--- src/rtl/multicycle_pkg.sv ---
// Shared encodings for the multi-cycle RV32I controller: FSM states, opcodes
// and the select/function codes driven onto the datapath.
package multicycle_pkg;

    typedef enum logic [3:0] {
        S_RESET,
        S_FETCH,
        S_DECODE,
        S_MEMADR,
        S_MEMREAD,
        S_MEMWB,
        S_MEMWRITE,
        S_EXECR,
        S_EXECI,
        S_ALUWB,
        S_BRANCH,
        S_JAL,
        S_JALR,
        S_JALRPC,
        S_LUI
    } state_t;

    localparam logic [6:0] OP_RTYPE  = 7'b0110011;
    localparam logic [6:0] OP_IALU   = 7'b0010011;
    localparam logic [6:0] OP_LOAD   = 7'b0000011;
    localparam logic [6:0] OP_STORE  = 7'b0100011;
    localparam logic [6:0] OP_BRANCH = 7'b1100011;
    localparam logic [6:0] OP_JAL    = 7'b1101111;
    localparam logic [6:0] OP_JALR   = 7'b1100111;
    localparam logic [6:0] OP_LUI    = 7'b0110111;

    localparam logic [2:0] ALU_ADD = 3'b000;
    localparam logic [2:0] ALU_SUB = 3'b001;
    localparam logic [2:0] ALU_AND = 3'b010;
    localparam logic [2:0] ALU_OR  = 3'b011;
    localparam logic [2:0] ALU_SLT = 3'b100;
    localparam logic [2:0] ALU_XOR = 3'b101;

    localparam logic [2:0] IMM_I = 3'b000;
    localparam logic [2:0] IMM_S = 3'b001;
    localparam logic [2:0] IMM_B = 3'b010;
    localparam logic [2:0] IMM_J = 3'b011;
    localparam logic [2:0] IMM_U = 3'b100;

    localparam logic [1:0] SRCA_PC    = 2'b00;
    localparam logic [1:0] SRCA_OLDPC = 2'b01;
    localparam logic [1:0] SRCA_A     = 2'b10;
    localparam logic [1:0] SRCA_ZERO  = 2'b11;

    localparam logic [1:0] SRCB_B    = 2'b00;
    localparam logic [1:0] SRCB_IMM  = 2'b01;
    localparam logic [1:0] SRCB_FOUR = 2'b10;

    localparam logic [1:0] RES_ALUOUT = 2'b00;
    localparam logic [1:0] RES_DATA   = 2'b01;
    localparam logic [1:0] RES_ALU    = 2'b10;

    localparam logic [1:0] ALUOP_ADD   = 2'b00;
    localparam logic [1:0] ALUOP_CMP   = 2'b01;
    localparam logic [1:0] ALUOP_FUNCT = 2'b10;

endpackage

--- src/rtl/multicycle_controller_alu_decoder.sv ---
// Maps the controller's coarse ALU request plus funct fields to an ALUControl code.
module alu_decoder
    import multicycle_pkg::*;
(
    input  logic [1:0] aluop,
    input  logic [2:0] funct3,
    input  logic       funct7b5,
    input  logic       is_rtype,
    output logic [2:0] ALUControl
);

    always_comb begin
        ALUControl = ALU_ADD;
        unique case (aluop)
            ALUOP_CMP: begin
                // beq/bne compare by subtraction, blt/bge by slt
                case (funct3)
                    3'b000, 3'b001: ALUControl = ALU_SUB;
                    3'b100, 3'b101: ALUControl = ALU_SLT;
                    default:        ALUControl = ALU_ADD;
                endcase
            end
            ALUOP_FUNCT: begin
                case (funct3)
                    3'b000:  ALUControl = (is_rtype && funct7b5) ? ALU_SUB : ALU_ADD;
                    3'b010:  ALUControl = ALU_SLT;
                    3'b100:  ALUControl = ALU_XOR;
                    3'b110:  ALUControl = ALU_OR;
                    3'b111:  ALUControl = ALU_AND;
                    default: ALUControl = ALU_ADD;
                endcase
            end
            default: ALUControl = ALU_ADD;
        endcase
    end

endmodule

--- src/rtl/multicycle_controller.sv ---
// Moore control FSM for the multi-cycle RV32I datapath: sequences each
// instruction and drives every datapath select and write enable.
module multicycle_controller
    import multicycle_pkg::*;
(
    input  logic        clk,
    input  logic        rst,
    input  logic [31:0] controllerSignal,
    input  logic        Zero,
    output logic        PCWrite,
    output logic        AdrSrc,
    output logic        MemWrite,
    output logic        IRWrite,
    output logic        RegWrite,
    output logic [1:0]  ResaultSrc,
    output logic [1:0]  ALUSrcA,
    output logic [1:0]  ALUSrcB,
    output logic [2:0]  ImmSrc,
    output logic [2:0]  ALUControl,
    output logic        Illegal
);

    state_t     state, state_next;
    logic [1:0] aluop;
    logic [6:0] opcode;
    logic [2:0] funct3;
    logic       unused_bits;

    assign opcode      = controllerSignal[6:0];
    assign funct3      = controllerSignal[14:12];
    assign unused_bits = ^{controllerSignal[31], controllerSignal[29:15], controllerSignal[11:7]};

    alu_decoder u_alu_decoder (
        .aluop      (aluop),
        .funct3     (funct3),
        .funct7b5   (controllerSignal[30]),
        .is_rtype   (opcode == OP_RTYPE),
        .ALUControl (ALUControl)
    );

    always_ff @(posedge clk or negedge rst) begin
        if (!rst) state <= S_RESET;
        else      state <= state_next;
    end

    always_comb begin
        state_next = S_FETCH;
        PCWrite    = 1'b0;
        AdrSrc     = 1'b0;
        MemWrite   = 1'b0;
        IRWrite    = 1'b0;
        RegWrite   = 1'b0;
        ResaultSrc = RES_ALUOUT;
        ALUSrcA    = SRCA_PC;
        ALUSrcB    = SRCB_B;
        ImmSrc     = IMM_I;
        aluop      = ALUOP_ADD;
        Illegal    = 1'b0;
        unique case (state)
            S_RESET: state_next = S_FETCH;
            S_FETCH: begin
                IRWrite    = 1'b1;
                PCWrite    = 1'b1;
                ALUSrcB    = SRCB_FOUR;
                ResaultSrc = RES_ALU;
                state_next = S_DECODE;
            end
            S_DECODE: begin
                ALUSrcA = SRCA_OLDPC;
                ALUSrcB = SRCB_IMM;
                case (opcode)
                    OP_LOAD:   state_next = S_MEMADR;
                    OP_STORE:  begin state_next = S_MEMADR; ImmSrc = IMM_S; end
                    OP_RTYPE:  state_next = S_EXECR;
                    OP_IALU:   state_next = S_EXECI;
                    OP_BRANCH: begin state_next = S_BRANCH; ImmSrc = IMM_B; end
                    OP_JAL:    begin state_next = S_JAL;    ImmSrc = IMM_J; end
                    OP_JALR:   state_next = S_JALR;
                    OP_LUI:    begin state_next = S_LUI;    ImmSrc = IMM_U; end
                    default:   Illegal = 1'b1;
                endcase
            end
            S_MEMADR: begin
                ALUSrcA    = SRCA_A;
                ALUSrcB    = SRCB_IMM;
                ImmSrc     = (opcode == OP_STORE) ? IMM_S : IMM_I;
                state_next = (opcode == OP_STORE) ? S_MEMWRITE : S_MEMREAD;
            end
            S_MEMREAD: begin
                AdrSrc     = 1'b1;
                state_next = S_MEMWB;
            end
            S_MEMWB: begin
                ResaultSrc = RES_DATA;
                RegWrite   = 1'b1;
            end
            S_MEMWRITE: begin
                AdrSrc   = 1'b1;
                MemWrite = 1'b1;
            end
            S_EXECR: begin
                ALUSrcA    = SRCA_A;
                aluop      = ALUOP_FUNCT;
                state_next = S_ALUWB;
            end
            S_EXECI: begin
                ALUSrcA    = SRCA_A;
                ALUSrcB    = SRCB_IMM;
                aluop      = ALUOP_FUNCT;
                state_next = S_ALUWB;
            end
            S_ALUWB: RegWrite = 1'b1;
            S_BRANCH: begin
                ALUSrcA = SRCA_A;
                aluop   = ALUOP_CMP;
                // beq/bge take on Zero, bne/blt on !Zero
                case (funct3)
                    3'b000, 3'b101: PCWrite = Zero;
                    3'b001, 3'b100: PCWrite = ~Zero;
                    default:        PCWrite = 1'b0;
                endcase
            end
            S_JAL: begin
                ALUSrcA    = SRCA_OLDPC;
                ALUSrcB    = SRCB_FOUR;
                PCWrite    = 1'b1;
                state_next = S_ALUWB;
            end
            S_JALR: begin
                ALUSrcA    = SRCA_A;
                ALUSrcB    = SRCB_IMM;
                state_next = S_JALRPC;
            end
            S_JALRPC: begin
                ALUSrcA    = SRCA_OLDPC;
                ALUSrcB    = SRCB_FOUR;
                PCWrite    = 1'b1;
                state_next = S_ALUWB;
            end
            S_LUI: begin
                ALUSrcA    = SRCA_ZERO;
                ALUSrcB    = SRCB_IMM;
                ImmSrc     = IMM_U;
                state_next = S_ALUWB;
            end
            default: state_next = S_RESET;
        endcase
    end

endmodule

--- config.mk ---
export PLATFORM = sky130hd
export DESIGN_NAME = multicycle_controller
export DESIGN_NICKNAME = d
export VERILOG_FILES = /design/src/rtl/multicycle_pkg.sv /design/src/rtl/multicycle_controller_alu_decoder.sv /design/src/rtl/multicycle_controller.sv
export SDC_FILE = /design/constraint.sdc
export NUM_CORES = 1
export LEC_CHECK = 0
export ABC_AREA = 0
export CAP_MARGIN = 0
export CORE_ASPECT_RATIO = 1.25
export CORE_UTILIZATION = 37
export DETAILED_ROUTE_END_ITERATION = 10
export PLACE_DENSITY = 0.89
export SETUP_SLACK_MARGIN = 0.3
export SLEW_MARGIN = 20
export SYNTH_ARGS = -nofsm -noshare
export SYNTH_HDL_FRONTEND = slang
export SYNTH_SLANG_ARGS = --single-unit
--- constraint.sdc ---
create_clock -name clk -period 5.4 [get_ports clk]
set_clock_uncertainty 0.1 [all_clocks]
set_input_delay 0.81 -clock clk [delete_from_list [all_inputs] [get_ports clk]]
set_output_delay 0.81 -clock clk [all_outputs]
set_load 0.05 [all_outputs]
==> results of run 1 <==
[synth_stat cells]
cell type / instances / area [um2]
a2111oi_1: 1 / 10.0
a2111oi_2: 1 / 15.0
a211oi_1: 1 / 7.51
a21o_1: 1 / 7.51
a21oi_1: 7 / 35.0
a221o_1: 1 / 10.0
a22oi_1: 1 / 7.51
a31o_2: 1 / 8.76
a31oi_1: 1 / 6.26
a32o_1: 1 / 10.0
and2_1: 1 / 6.26
and2b_4: 1 / 10.0
and3_1: 1 / 6.26
and3b_1: 1 / 8.76
buf_2: 5 / 25.0
buf_4: 2 / 15.0
dfrtp_1: 4 / 100
ha_1: 2 / 25.0
inv_1: 7 / 26.3
nand2_1: 8 / 30.0
nand2b_1: 9 / 56.3
nand3_1: 4 / 20.0
nand3_2: 1 / 10.0
nand3b_1: 1 / 7.51
nand4_1: 1 / 6.26
nand4b_1: 1 / 8.76
nor2_1: 14 / 52.6
nor2b_1: 3 / 18.8
nor3_1: 3 / 15.0
nor4_1: 1 / 6.26
o211ai_1: 1 / 7.51
o21ai_0: 8 / 40.0
o21ai_1: 1 / 5.00
o21bai_1: 1 / 7.51
o22ai_1: 1 / 6.26
o31ai_1: 1 / 7.51
o41ai_2: 1 / 16.3
or3_1: 4 / 25.0
xnor2_1: 4 / 35.0
[cell families (layout without fill, tap and decap cells)]
kind of cell,count (synthesis),in the layout
XOR/XNOR,4,4
flip-flops,4,4
adder cells (fa/ha/maj),2,2
AO/OA/AOI/OAI,30,30
buffers and inverters,14,41
AND/OR/NAND/NOR,54,54
[area by class of cell]
| cell class | count | area, um2 | share of cell area (%) |
|---|---|---|---|
| clock buffers | 3 | 22.5 | 2.17 |
| well taps | 19 | 23.8 | 2.29 |
| repair buffers | 31 | 310 | 29.9 |
| inverters | 7 | 26.3 | 2.53 |
| flip-flops and latches | 4 | 100 | 9.64 |
| multi-input cells | 90 | 556 | 53.5 |
[worst max-delay path by stage]
stage	from	end	slack [ns]
after floorplan	controllerSignal[2]	ImmSrc[0]	2.06
after global placement	controllerSignal[5]	ALUControl[0]	1.47
after detailed placement	controllerSignal[5]	ALUControl[0]	1.41
after CTS	controllerSignal[5]	ALUControl[0]	1.41
after global routing	controllerSignal[5]	ALUControl[0]	1.29
final	controllerSignal[5]	ALUControl[0]	1.41
[stage by stage]
stage | instance area [um2] | hold slack, ns | worst slack, ns | total power [mW] | util (%)
2_1_floorplan | 722 | 0.414 | 2.06 | 0.378 | -
3_3_place_gp | 1020 | 0.568 | 1.47 | 0.482 | 56.2
3_5_place_dp | 1020 | 0.571 | 1.41 | 0.489 | 56.2
4_1_cts | 1040 | 0.580 | 1.41 | 0.527 | 57.4
5_1_grt | 1040 | 0.623 | 1.29 | 0.562 | 57.4
6_report | 1040 | 0.602 | 1.41 | 0.528 | 57.4
[where the power goes]
part	internal, mW	switching, mW
Combinational	0.144	0.267
Clock	0.0249	0.0127
Sequential	0.0428	0.0370
Total	0.211	0.317
[worst reg2reg max path, stage by stage (launching register included)]
cell,delay [ns]
dfrtp_1,0.48
nand2b_1,0.26
or3_1,0.43
nor2_1,0.17
a221o_1,0.18
[per-layer routing]
layer	up-vias	track usage (%)	wire length, um
li1	440	-	-
met1	418	22.3	800
met2	40	35.4	981
met3	2	3.18	93
met4	0	6.45	13
met5	-	0	0
==> results.ini, run 1 <==
[cells_and_area]
largestRegisters=state x4
final_cells=154
nNetsFinal=174
top_register=state
final_layout_size_suffix_gt1_share_pct=5.93
diodes=0
final_common_cell=clkdlybuf4s50_1
syn2layout_area_growth_pct=43.8
largest_reg_flops=4
final_cell_mix=31 x clkdlybuf4s50_1, 14 x nor2_1, 9 x nand2b_1
fill_cells=168

[clocking]
cts_buffers=3
cts_root_buffer=clkbuf_4
cts-resized-gates=0
clk_pin_slew_ns=0.04
cts.sinks=4
h-tree-depth=1
clock_latency_ns=0.24
clk_path_buf_depth=2
postCtsSetupBuffers=0
cts_hold_buf=0
cts_tree=yes

[routing]
vias=900
wire_per_inst_um=12.3
antenna_left=0
drt_iter0_drc=34
drc=0
vias_per_cell=5.84
drt-total-wl_um=1890
dr.pass1.iters=4

[logic_synthesis]
synthAdderAreaFrac_pct=3.47
synthMuxAreaShare_pct=0
syn_avg_cell_area_um2=6.68
ys_seq_area_share_pct=13.9
synth_compound_area_share_pct=28.8
synthSimpleGateAreaFrac_pct=39.9
syn_inst=108
yosysWarnings=0
ys_ff_latch=4
synth.distinct_cells=39
mappedNetlistArea_um2=722
syn_nets=145
synth_xor_area_share_pct=4.85
synth_top_family_by_area=simple AND/OR/NAND/NOR gates

[critical_path]
worst_path_dominant_cell_family=buffers and inverters
rrSetupSlack_ns=3.71
reg2reg_to=state[3]
crit_path_end_kind=primary output
cp_slowest_cell=clkdlybuf4s50_1
cp.depth=6
cpPeakStageDelay_ns=0.86
worst-setup-path-type=in2out
crit_arrival_ns=3.08
crit_buf_inv=2
start_kind=input pin
cp_common_cell=clkdlybuf4s50_1
worstPathCellList=clkdlybuf4s50_1, nand3_2, nor4_1, a21oi_1, o41ai_2, clkdlybuf4s50_1
cp.required_ns=4.49
timing.rr.start=state[0]
cp_max_fo=9
reg2reg_depth=4

[place]
place_congestion=0.796
dpl.hpwl_um=1480
numPortBuffers=31
place_inst=151

[sta]
final.min_clock_period_ns=3.99
hold_viol_final=0
worstMarginPinSlew_ns=0.524
max_freq_mhz=251
tns_ns=0
rsz0062_at_grt=false
maxSlewHeadroom_pct=64.9
period_share_pct=73.9
finalSetupViolations=0
drv_slew=0

[flow_run]
drv_cap=0

[min_path]
hold_depth=1
hold_end=state[0]
hold_start=state[0]
worstHoldPathType=reg2reg

[die]
num_rows=17
dieHeight_um=51.4
die_area_mm2=0.00213
ioPinCount=53
design.core.area_mm2=0.00181
start_util_pct=39.9
fp.dieW_um=41.5

[global_routing]
antenna_found_initial=0
grt_pass1_vias=778
grt_max_degree=15
track_usage_pct=19.3
grt_pass1_wl_um=3260
grt_overflow=0

[outcome]
status=complete, no violations

[pwr]
peakVddDrop_uv=214
cellPowerDensity_mw_per_mm2=508
p_leak_nw=0.389

No activity file was read; power rests on OpenSTA's default activity.
==> run 2, diff against run 1 <==
--- a/config.mk
+++ b/config.mk
@@ -8,9 +8,9 @@
 export ABC_AREA = 0
 export CAP_MARGIN = 0
 export CORE_ASPECT_RATIO = 1.25
-export CORE_UTILIZATION = 37
+export CORE_UTILIZATION = 31
 export DETAILED_ROUTE_END_ITERATION = 10
-export PLACE_DENSITY = 0.89
+export PLACE_DENSITY = 0.8
 export SETUP_SLACK_MARGIN = 0.3
 export SLEW_MARGIN = 20
 export SYNTH_ARGS = -nofsm -noshare
==> constraint.sdc (replaced) <==
create_clock -name clk -period 3.4 [get_ports clk]
set_clock_uncertainty 0.1 [all_clocks]
set_input_delay 0.51 -clock clk [delete_from_list [all_inputs] [get_ports clk]]
set_output_delay 0.51 -clock clk [all_outputs]
set_load 0.05 [all_outputs]
==> results.ini, run 2 (synthesized netlist as in run 1, its figures left out) <==
[outcome]
status=complete, no violations

[routing]
drt-total-wl_um=1940  ; +2.9%
wire_per_inst_um=11.6  ; -5.1%
drt_iter0_drc=26  ; -24%
antenna_left=0  ; unchanged
vias_per_cell=5.20  ; -11%
dr.pass1.iters=4  ; unchanged
drc=0  ; unchanged
vias=869  ; -3.4%

[cells_and_area]
top_register=state
largestRegisters=state x4
fill_cells=222  ; +32%
final_common_cell=clkdlybuf4s50_1
final_cell_mix=23 x clkdlybuf4s50_1, 14 x nor2_1, 9 x nand2b_1
largest_reg_flops=4  ; unchanged
diodes=0  ; unchanged
final_layout_size_suffix_gt1_share_pct=9.56  ; +3.6 points
nNetsFinal=175  ; +0.57%
finish.utilization_pct=48.6  ; -8.8 points
syn2layout_area_growth_pct=48.9

[critical_path]
crit_buf_inv=1  ; -1
worst-setup-path-type=reg2out
worst_path_dominant_cell_family=buffers and inverters
cp_slowest_cell=clkdlybuf4s50_1
cp_max_fo=11  ; +2
timing.rr.start=state[2]
crit_start=state[0]
cp.required_ns=2.79  ; -1.70 ns
cpPeakStageDelay_ns=0.82  ; -0.04 ns
crit_arrival_ns=2.33  ; -0.75 ns
crit_path_end_kind=primary output
worstPathCellList=nand2b_1, or3_1, o21ai_0, clkdlybuf4s50_1
start_kind=flop

[sta]
tns_ns=0  ; unchanged
period_share_pct=86.6
rsz0062_at_grt=false
final.min_clock_period_ns=2.94
hold_viol_final=0  ; unchanged
finalSetupViolations=0  ; unchanged
maxSlewHeadroom_pct=65.6  ; +0.71 points
worstMarginPinSlew_ns=0.514  ; -0.0106 ns
drv_slew=0  ; unchanged
max_freq_mhz=340

[pwr]
peakVddDrop_uv=487  ; +130%
cellPowerDensity_mw_per_mm2=778  ; +53%
total_power_uw=836  ; +58%
p_leak_nw=0.434  ; +12%

[die]
num_rows=19  ; +2
start_util_pct=32.7  ; -7.3 points
ioPinCount=53  ; unchanged
design.core.area_mm2=0.00221  ; +22%
fp.dieW_um=45.2  ; +8.8%
die_area_mm2=0.00253  ; +18%
dieHeight_um=56.0  ; +8.9%

[place]
numPortBuffers=31  ; unchanged
dpl.hpwl_um=1530  ; +3.6%
place_congestion=0.806  ; +1.2%

[clocking]
h-tree-depth=1  ; unchanged
clock_latency_ns=0.24  ; about the same
cts.sinks=4  ; unchanged
clk_pin_slew_ns=0.04  ; about the same
cts_hold_buf=0  ; unchanged
cts_tree=yes
clk_path_buf_depth=2  ; unchanged
cts_buffers=3  ; unchanged
cts_root_buffer=clkbuf_4

[global_routing]
grt_pass1_wl_um=3270  ; +0.43%
track_usage_pct=17.3  ; -2.0 points
antenna_found_initial=0  ; unchanged
grt_pass1_vias=789  ; +1.4%
grt_max_degree=14  ; -1
grt_overflow=0  ; unchanged

[min_path]
worstHoldPathType=in2async

[flow_run]
drv_cap=0  ; unchanged

[run 2: cell count changes in the layout (fill, tap and decap cells not counted), sizes merged]
cell	before	now
dlygate4sd2	0	3
dlymetal6s2s	0	1
buf	0	5
clkdlybuf4s50	31	23
[run 2: worst register-to-register path, cell delays in order (launching register included)]
cell	delay, ns
dfrtp_1	0.46
buf_4	0.20
nor2_1	0.21
nand2_1	0.16
a2111oi_1	0.37
a211oi_1	0.09
[run 2: path summary, 6_finish.rpt]
path | slack (ns) | endpoint | cells after the start
setup / recovery | 0.46 | ALUSrcA[0] | 4
hold / removal | 0.37 | state[1] | 1
setup reg to reg | 1.68 | state[0] | 5
hold reg to reg | 0.58 | state[0] | 1
max in group asynchronous | 2.66 | state[2] | 1
min in group clk | 0.58 | state[0] | 1
[run 2: area by class of cell]
type,count,area [um2],share of cell area (%)
multi-input combinational,90,556,51.7
inverter,7,26.3,2.44
tap,31,38.8,3.61
sequential,4,100,9.31
timing repair buffer,32,332,30.8
clock buffer,3,22.5,2.10
[run 2: repair_timing]
| action | CTS | global route |
|---|---|---|
| buffers inserted | 0 | 0 |
| resized for setup | 3 | 1 |
| endpoints found under the setup margin | 3 | 1 |
[run 2: layer usage]
metal  vias to the layer above  GRT usage (%)  share of wire (%)
li1                        439              -                  -
met1                       385           21.1                 41
met2                        41           27.7                 52
met3                         4           3.90                6.4
met4                         0           7.79               0.87
met5                         -              0                  0
[run 2: metrics by stage]
step	hold slack, ns	instance area (um2)	instances	setup WS, ns
floorplan	0.114	722	108	0.445
global placement	0.575	1050	164	0.328
detailed placement	0.584	1050	164	0.283
CTS	0.371	1070	167	0.385
global route	0.377	1070	167	0.308
finish	0.371	1070	167	0.456
[run 2: power breakdown]
group	leakage (nW)	internal (mW)	switching, mW	total [mW]
logic	0.370	0.229	0.427	0.655
registers	0.0508	0.0681	0.0534	0.121
clock network	0.0138	0.0395	0.0195	0.0590
total	0.434	0.336	0.499	0.836
==> run 3, diff against run 2 <==
--- a/config.mk
+++ b/config.mk
@@ -10,9 +10,11 @@
 export CORE_ASPECT_RATIO = 1.25
 export CORE_UTILIZATION = 31
 export DETAILED_ROUTE_END_ITERATION = 10
-export PLACE_DENSITY = 0.8
+export HOLD_SLACK_MARGIN = 0.03
+export PLACE_DENSITY = 0.74
 export SETUP_SLACK_MARGIN = 0.3
 export SLEW_MARGIN = 20
 export SYNTH_ARGS = -nofsm -noshare
 export SYNTH_HDL_FRONTEND = slang
+export SYNTH_HIERARCHICAL = 1
 export SYNTH_SLANG_ARGS = --single-unit
==> results.ini, run 3 <==
[place]
dpl.hpwl_um=1590  ; +3.9%
place_congestion=0.823  ; +2.1%
numPortBuffers=31  ; unchanged

[global_routing]
grt_pass1_wl_um=3380  ; +3.4%
grt_pass1_vias=848  ; +7.5%
grt_overflow=0  ; unchanged
antenna_found_initial=0  ; unchanged
track_usage_pct=17.0  ; -0.28 points
grt_max_degree=16  ; +2

[sta]
worstMarginPinSlew_ns=0.502  ; -0.0119 ns
tns_ns=0  ; unchanged
hold_viol_final=0  ; unchanged
period_share_pct=88.4  ; +1.8 points
max_freq_mhz=333  ; -2.1%
drv_slew=0  ; unchanged
maxSlewHeadroom_pct=66.4  ; +0.80 points
final.min_clock_period_ns=3.01  ; +0.0616 ns
rsz0062_at_grt=false
finalSetupViolations=0  ; unchanged

[logic_synthesis]
synth_ff_type=dfrtp_1
synth_area_leaders=dfrtp_1 13%, nand2b_1 6.7%, o21ai_0 4.7%, nand2_1 4.6%, xnor2_1 3.5%
ys_seq_area_share_pct=13.5  ; -0.37 points
synth_common_cells=9 x nand2_1, 8 x nand2b_1, 7 x o21ai_0, 6 x nor2_1
synth_most_common_cell=nand2_1
synthDominantCellAreaShare_pct=13.5  ; -0.37 points
async_reset_ff_share_pct=100  ; unchanged
yosysTopAreaCell=dfrtp_1
syn_nets=140  ; -3.4%
syn_inst=103  ; -4.6%
syn_avg_cell_area_um2=7.20  ; +7.8%
ys_ff_latch=4  ; unchanged
synth.distinct_cells=45  ; +15%
mappedNetlistArea_um2=742  ; +2.8%
synth-edff-count=0  ; unchanged
yosysWarnings=6  ; +6

[critical_path]
cp_slowest_cell=or4b_1
crit_arrival_ns=2.40  ; +0.07 ns
worstPathCellList=inv_1, nand2_1, or3_1, o21ai_1, ha_1, or4b_1, o211ai_2, buf_12
cpPeakStageDelay_ns=0.56  ; -0.26 ns
cp.required_ns=2.79  ; about the same
worst_path_dominant_cell_family=simple AND/OR/NAND/NOR gates
worst-setup-path-type=reg2out
crit_buf_inv=2  ; +1
start_kind=flop
crit_path_end_kind=primary output
cp_max_fo=5  ; -6

[clocking]
cts_buffers=3  ; unchanged
clk_pin_slew_ns=0.04  ; about the same
clk_path_buf_depth=2  ; unchanged
clock_latency_ns=0.23  ; about the same
cts.sinks=4  ; unchanged
cts_root_buffer=clkbuf_4
h-tree-depth=1  ; unchanged
cts_tree=yes

[routing]
routed.top_layer=met4
route.met3.wl_um=124  ; -0.80%
wire_per_inst_um=12.5  ; +7.0%
drt_iter0_drc=6  ; -77%
drc=0  ; unchanged
dr.pass1.iters=4  ; unchanged
dr_wl_met2_um=1140  ; +13%
vias=911  ; +4.8%
vias_per_cell=5.52  ; +6.1%
wl_met1_um=768  ; -2.8%
drt-total-wl_um=2060  ; +5.8%
antenna_left=0  ; unchanged

[pwr]
seqPwrFrac_pct=14.3  ; -0.2 points
switchingPower_uw=502  ; +0.57%
cellPowerDensity_mw_per_mm2=764  ; -1.8%
power_frac_comb_pct=79.2  ; +0.8 points
swShare_pct=58.3  ; -1.4 points
p_leak_nw=0.438  ; +0.91%
peakVddDrop_uv=478  ; -1.7%
internal_power_uw=359  ; +6.6%
p_clk_share_pct=6.6  ; -0.5 points

[cells_and_area]
final_common_cell=clkdlybuf4s50_1
diodes=0  ; unchanged
nNetsFinal=173  ; -1.1%
largestRegisters=state x4
final_cell_mix=24 x clkdlybuf4s50_1, 9 x nand2_1, 8 x buf_4
top_register=state
syn2layout_area_growth_pct=51.9
largest_reg_flops=4  ; unchanged
final_layout_size_suffix_gt1_share_pct=16.4  ; +6.9 points
finish.utilization_pct=50.4  ; +1.8 points

[die]
fp.dieW_um=45.8  ; +1.3%
ioPinCount=53  ; unchanged
start_util_pct=33.2  ; +0.55 points
num_rows=19  ; unchanged
design.core.area_mm2=0.00223  ; +1.1%
die_area_mm2=0.00259  ; +2.6%
dieHeight_um=56.7  ; +1.3%

[outcome]
status=complete, no violations

[flow_run]
drv_cap=0  ; unchanged

[min_path]
worstHoldPathType=in2async

-- run 3: routing by layer --
layer / up-vias / track usage (%)
li1: 443 / -
met1: 426 / 17.6
met2: 40 / 33.1
met3: 2 / 1.29
met4: 0 / 5.88
met5: - / 0
-- run 3: what timing repair did --
| item | in CTS | in global routing |
|---|---|---|
| setup endpoints to repair | 2 | 2 |
| setup buffers | 2 | 1 |
| endpoints found under the hold margin | 0 | 0 |
| pin swaps | 1 | 2 |
| hold buffers | 0 | 0 |
| resized for setup | 2 | 4 |
-- run 3: logic make-up (layout without fill, tap and decap cells) --
kind of cell	count (synthesis)	count (layout)	synth area share, %
compound gates	26	26	23.3
flops	4	4	13.5
xor+xnor	5	5	5.90
buf+inv	11	42	6.24
mux	2	2	2.70
simple gates	53	53	45.0
fa+ha+maj	2	2	3.37
-- run 3: area by class of cell --
class | count | area, um2
inverters | 5 | 18.8
clock buffers | 3 | 22.5
well taps | 31 | 38.8
multi-input cells | 88 | 602
flip-flops and latches | 4 | 105
repair buffers | 34 | 340
fillers | 239 | 1110
-- run 3: worst paths after layout --
| kind | start | endpoint | slack [ns] | cells past startpoint |
|---|---|---|---|---|
| min reg2reg | state[3] | state[3] | 0.47 | 2 |
| min | rst | state[2] | 0.38 | 1 |
| min in group clk | state[3] | state[3] | 0.47 | 2 |
| max in group asynchronous | rst | state[1] | 2.65 | 1 |
| max | state[2] | ALUControl[0] | 0.39 | 8 |
| max reg2reg | state[2] | state[0] | 1.86 | 4 |
-- run 3: per-stage QoR --
step / setup slack, ns / hold slack (ns) / power, mW / cells / cell area [um2]
6_report: 0.394 / 0.375 / 0.861 / 165 / 1130
5_1_grt: 0.310 / 0.388 / 0.918 / 165 / 1130
4_1_cts: 0.312 / 0.378 / 0.848 / 164 / 1110
3_5_place_dp: 0.431 / 0.619 / 0.776 / 159 / 1070
3_3_place_gp: 0.457 / 0.611 / 0.766 / 159 / 1070
2_1_floorplan: 0.419 / 0.114 / 0.590 / 103 / 746
-- run 3: power by group through the flow --
stage                     registers [mW]  logic [mW]  clock network [mW]
after floorplan                   0.0866       0.504                   0
after global placement             0.133       0.633                   0
after detailed placement           0.136       0.640                   0
after CTS                          0.127       0.663              0.0581
after global routing               0.128       0.727              0.0636
final                              0.123       0.681              0.0566
